[src/rtl/mem_port_arbiter.sv]
// Shares one external memory port between instruction fetch and data access.
// Optional watchdog abort enabled by defining MEM_TIMEOUT_EN.
module mem_port_arbiter #(
  parameter int ADDR_W     = 32,
  parameter int DATA_W     = 32,
  parameter int STARVE_MAX = 4,
  parameter int TIMEOUT    = 64
) (
  input  logic              clk,
  input  logic              reset,
  input  logic              if_req,
  input  logic [ADDR_W-1:0] if_addr,
  output logic              if_gnt,
  output logic              if_done,
  output logic [DATA_W-1:0] if_rdata,
  input  logic              d_req,
  input  logic              d_we,
  input  logic [ADDR_W-1:0] d_addr,
  input  logic [DATA_W-1:0] d_wdata,
  output logic              d_gnt,
  output logic              d_done,
  output logic [DATA_W-1:0] d_rdata,
  output logic              mem_valid,
  output logic              mem_rd_wr,
  output logic [ADDR_W-1:0] mem_addr,
  output logic [DATA_W-1:0] mem_wdata,
  input  logic              mem_ready,
  input  logic [DATA_W-1:0] mem_rdata,
  output logic              err
);

  typedef enum logic [1:0] {IDLE, BUSY_I, BUSY_D} state_t;

  localparam logic [3:0] STARVE_LIM = 4'(STARVE_MAX);

  state_t            state, state_n;
  logic [3:0]        starve_cnt, starve_n;
  logic              if_gnt_n, d_gnt_n, if_done_n, d_done_n;
  logic              mem_valid_n, mem_rd_wr_n;
  logic [ADDR_W-1:0] mem_addr_n;
  logic [DATA_W-1:0] mem_wdata_n, if_rdata_n, d_rdata_n, rdata_v;
  logic              grant_if, grant_d, finish;

`ifdef MEM_TIMEOUT_EN
  localparam int             WD_W    = $clog2(TIMEOUT + 1);
  localparam logic [WD_W-1:0] WD_LAST = (WD_W)'(TIMEOUT - 1);
  logic [WD_W-1:0] wd_cnt, wd_n;
  logic            err_n;
`endif

  // Fetch only beats a pending data request once it has been passed over STARVE_MAX times.
  assign grant_if = if_req && (!d_req || starve_cnt == STARVE_LIM);
  assign grant_d  = d_req && !grant_if;

  always_comb begin
    state_n     = state;
    starve_n    = starve_cnt;
    if_gnt_n    = 1'b0;
    d_gnt_n     = 1'b0;
    if_done_n   = 1'b0;
    d_done_n    = 1'b0;
    mem_valid_n = mem_valid;
    mem_rd_wr_n = mem_rd_wr;
    mem_addr_n  = mem_addr;
    mem_wdata_n = mem_wdata;
    if_rdata_n  = if_rdata;
    d_rdata_n   = d_rdata;
    finish      = mem_ready;
    rdata_v     = mem_rdata;
`ifdef MEM_TIMEOUT_EN
    wd_n        = '0;
    err_n       = 1'b0;
    if (!mem_ready && wd_cnt == WD_LAST) begin
      finish  = 1'b1;
      rdata_v = DATA_W'(32'hDEADBEEF);
    end
`endif
    case (state)
      IDLE: begin
        if (grant_if) begin
          state_n     = BUSY_I;
          if_gnt_n    = 1'b1;
          mem_valid_n = 1'b1;
          mem_rd_wr_n = 1'b1;
          mem_addr_n  = if_addr;
          mem_wdata_n = '0;
          starve_n    = '0;
        end else if (grant_d) begin
          state_n     = BUSY_D;
          d_gnt_n     = 1'b1;
          mem_valid_n = 1'b1;
          mem_rd_wr_n = !d_we;
          mem_addr_n  = d_addr;
          mem_wdata_n = d_wdata;
          if (if_req && starve_cnt != STARVE_LIM) starve_n = starve_cnt + 4'd1;
        end
      end
      BUSY_I, BUSY_D: begin
`ifdef MEM_TIMEOUT_EN
        wd_n = wd_cnt + 1'b1;
`endif
        if (finish) begin
          state_n     = IDLE;
          mem_valid_n = 1'b0;
          if (state == BUSY_I) begin
            if_done_n  = 1'b1;
            if_rdata_n = rdata_v;
          end else begin
            d_done_n  = 1'b1;
            // A completed store returns zero; an aborted one still reports the poison word.
            d_rdata_n = (mem_rd_wr || !mem_ready) ? rdata_v : '0;
          end
`ifdef MEM_TIMEOUT_EN
          err_n = !mem_ready;
`endif
        end
      end
      default: state_n = IDLE;
    endcase
  end

  always_ff @(posedge clk) begin
    if (reset) begin
      state      <= IDLE;
      starve_cnt <= '0;
      if_gnt     <= 1'b0;
      d_gnt      <= 1'b0;
      if_done    <= 1'b0;
      d_done     <= 1'b0;
      mem_valid  <= 1'b0;
      mem_rd_wr  <= 1'b1;
      mem_addr   <= '0;
      mem_wdata  <= '0;
      if_rdata   <= '0;
      d_rdata    <= '0;
`ifdef MEM_TIMEOUT_EN
      wd_cnt     <= '0;
      err        <= 1'b0;
`endif
    end else begin
      state      <= state_n;
      starve_cnt <= starve_n;
      if_gnt     <= if_gnt_n;
      d_gnt      <= d_gnt_n;
      if_done    <= if_done_n;
      d_done     <= d_done_n;
      mem_valid  <= mem_valid_n;
      mem_rd_wr  <= mem_rd_wr_n;
      mem_addr   <= mem_addr_n;
      mem_wdata  <= mem_wdata_n;
      if_rdata   <= if_rdata_n;
      d_rdata    <= d_rdata_n;
`ifdef MEM_TIMEOUT_EN
      wd_cnt     <= wd_n;
      err        <= err_n;
`endif
    end
  end

`ifndef MEM_TIMEOUT_EN
  assign err = 1'b0;
`endif

endmodule

[config.mk]
export PLATFORM = sky130hd
export DESIGN_NAME = mem_port_arbiter
export DESIGN_NICKNAME = d
export VERILOG_FILES = /design/src/rtl/mem_port_arbiter.sv
export SDC_FILE = /design/constraint.sdc
export NUM_CORES = 1
export LEC_CHECK = 0
export BUFFER_PORTS_ARGS = -buffer_cell sky130_fd_sc_hd__clkbuf_2
export CORE_MARGIN = 2
export CORE_UTILIZATION = 46
export DETAILED_ROUTE_END_ITERATION = 12
export PLACE_DENSITY_LB_ADDON = 0.3
export RECOVER_POWER = 50
export SKIP_LAST_GASP = 1
export SLEW_MARGIN = 20
export SYNTH_ARGS = -nofsm -noshare
export SYNTH_HDL_FRONTEND = slang
export SYNTH_SLANG_ARGS = --single-unit
[constraint.sdc]
create_clock -name clk -period 2 [get_ports clk]
set_input_delay 0.1 -clock clk [delete_from_list [all_inputs] [get_ports clk]]
set_output_delay 0.1 -clock clk [all_outputs]
set_load 0.1 [all_outputs]
==> metrics.yaml <==
outcome:
  status: "finished, final reports clean"
route:
  via_count: 5995
  wl_um: 18300
  vias_per_cell: 5.40
  ant_nets: 0
  dr.pass1.iters: 5
  remaining_drc_errors: 0
  first_iter_violations: 461
  wire_per_inst_um: 16.5
clocking:
  htreeDepth: 4
  numClockSinks: 140
  cts_max_path_buffers: 2
  cts_setup_buffers: 0
  root_buffer: "clkbuf_16"
  cts_inserted_buffers: 17
  path_clk_slew_ns: 0.06
  clock_latency_ns: 0.42
  cts_resized: 0
  cts_tree: "built"
  ctsHoldBuffers: 100
worst_setup_path:
  cp.arrival_ns: 2.13
  critPathKind: "flop to flop"
  end_kind: "flop"
  critPathMaxFanout: 23
  required_ns: 2.36
  startpoint_type: "flop"
sta:
  setup_ws_ns: 0.228
  finalSetupTns_ns: 0
  fin_crit_ns: 1.77
  skew_ns: 0.00773
  grt_setup_unrepaired: "false"
  tightestPinTransition_ns: 1.24
  setup_violations: 0
  fmaxAchievable_mhz: 564
  slew_headroom: 0.177
  period_share: 0.886
  hold_violations: 0
  worst_hold_slack_ns: 0.0367
  slew_violations: 0
global_routing:
  grt_usage: 0.288
  grt_start_max_net_pins: 48
  grt_pass1_vias: 6027
  overflow: 0
  antenna_found_initial: 0
  grt_pass1_wl_um: 29100
final_layout:
  final_cell_area_um2: 8310
  fin_nets: 1094
  num_antenna_cells: 0
  syn_to_final_growth_pct: 53.7
  stdcell_count: 1111
  drive_above_1_share: 0.232
synth:
  ys_warn_count: 0
  syn_area_um2: 5410
  ys_seq_area_frac: 0.519
  ys_ff_latch: 140
  synth.avg_cell_area_um2: 8.90
  synth_edf_count: 0
  postSynthCellCount: 607
  ys_types: 39
  synth.net_count: 745
  async_reset_ff_frac: 0
  synth_flop_cell: "dfxtp_1"
die:
  core_area_um2: 11500
  rows: 39
  die_area_um2: 12600
  die_x_um: 112
  ios: 269
  initial_utilization: 0.471
  die_h_um: 112
placed_design:
  portBuffers: 267
  hpwl_um: 11100
  place_area_um2: 6850
  post-place-ws_ns: 0.129
  place_inst: 980
  gp_congestion: 0.784
run:
  cap_violations: 0
pwr:
  power.leakage_nw: 3.44
  powerDensity_nw_per_um2: 1100
  peakVddDrop_mv: 0.916
min_path:
  hold_path.class: "primary input to flop"
==> area by class of cell <==
class | count | area, um2
Clock buffer | 25 | 505
Multi-Input combinational cell | 410 | 2310
Clock inverter | 6 | 108
Inverter | 6 | 22.5
Timing Repair Buffer | 381 | 2380
Fill cell | 846 | 3160
Tap cell | 143 | 179
Sequential cell | 140 | 2800
==> placed cells by master (no fill, tap or decap), types with 4 or more instances in the layout <==
cell type / n
dlygate4sd3_1: 100
inv_1: 6
dfxtp_1: 140
nor2_1: 36
nand2_1: 138
a211oi_1: 4
buf_12: 7
a22o_1: 30
clkbuf_1: 126
a211oi_2: 28
ha_1: 4
a21oi_1: 102
clkbuf_8: 5
clkbuf_16: 17
buf_4: 8
nand3_1: 36
clkbuf_2: 143
==> state kept, by name (all words and copies together) (netlist names) <==
signal / flops
state: 2
if_rdata: 32
mem_rd_wr: 1
mem_wdata: 32
mem_addr: 32
d_done: 1
mem_valid: 1
d_gnt: 1
d_rdata: 32
starve_cnt: 4
if_done: 1
if_gnt: 1
==> critical path, cell delays in order, from the launching register on <==
cell	delay [ns]
dfxtp_1	0.36
inv_1	0.06
ha_1	0.32
nand2_1	0.10
or2_1	0.29
nor3b_4	0.25
buf_12	0.19
a22o_1	0.14
==> where the power goes <==
group | total [mW] | switching [mW] | internal (mW)
logic | 2.80 | 2.20 | 0.599
registers | 3.13 | 0.124 | 3.00
clock network | 3.24 | 1.12 | 2.12
==> through the flow <==
step / util / power, mW
global placement: 0.597 / 5.77
finish: 0.725 / 9.16
CTS: 0.738 / 9.20
detailed placement: 0.597 / 5.81
floorplan: - / 5.28
global route: 0.725 / 9.47
==> synth_stat cells (2+ instances only) <==
cell type,number,area share
a211oi_1,4,0.0056
buf_6,5,0.010
a21oi_1,102,0.094
buf_4,8,0.011
inv_1,6,0.0042
nand3_1,36,0.033
o21ai_0,2,0.0019
nor2_1,37,0.026
ha_1,4,0.0093
nor3_1,2,0.0019
a22o_1,30,0.049
dfxtp_1,140,0.52
a32oi_1,2,0.0032
buf_1,2,0.0014
and2_1,2,0.0023
buf_2,13,0.012
nand4_1,2,0.0023
clkbuf_1,23,0.016
nand2b_1,3,0.0035
a211oi_2,28,0.065
nand2_1,138,0.096
==> cell families (layout without fill, tap and decap cells) <==
logic type,Yosys count,count (layout),share of synthesized area
buffers and inverters,57,418,0.0551
AO/OA/AOI/OAI,176,176,0.235
other,1,1,0.000694
AND/OR/NAND/NOR,229,229,0.181
flip-flops,140,140,0.519
adder cells (fa/ha/maj),4,4,0.00926
==> layer usage <==
| metal | track usage | share of wire | vias up |
|---|---|---|---|
| met4 | 0.172 | 0.043 | 0 |
| li1 | - | - | 2786 |
| met3 | 0.0832 | 0.081 | 76 |
| met1 | 0.315 | 0.38 | 2777 |
| met2 | 0.496 | 0.50 | 356 |
| met5 | 0 | 0 | - |
==> worst paths after layout <==
path	from	endpoint	slack, ns	cells after the start
setup reg to reg	state[0]	d_rdata[18]	0.23	7
setup / recovery	state[0]	d_rdata[18]	0.23	7
hold / removal	if_addr[22]	mem_addr[22]	0.04	3
hold reg to reg	mem_wdata[31]	mem_wdata[31]	0.45	2
Power figures use the tool's default switching activity.
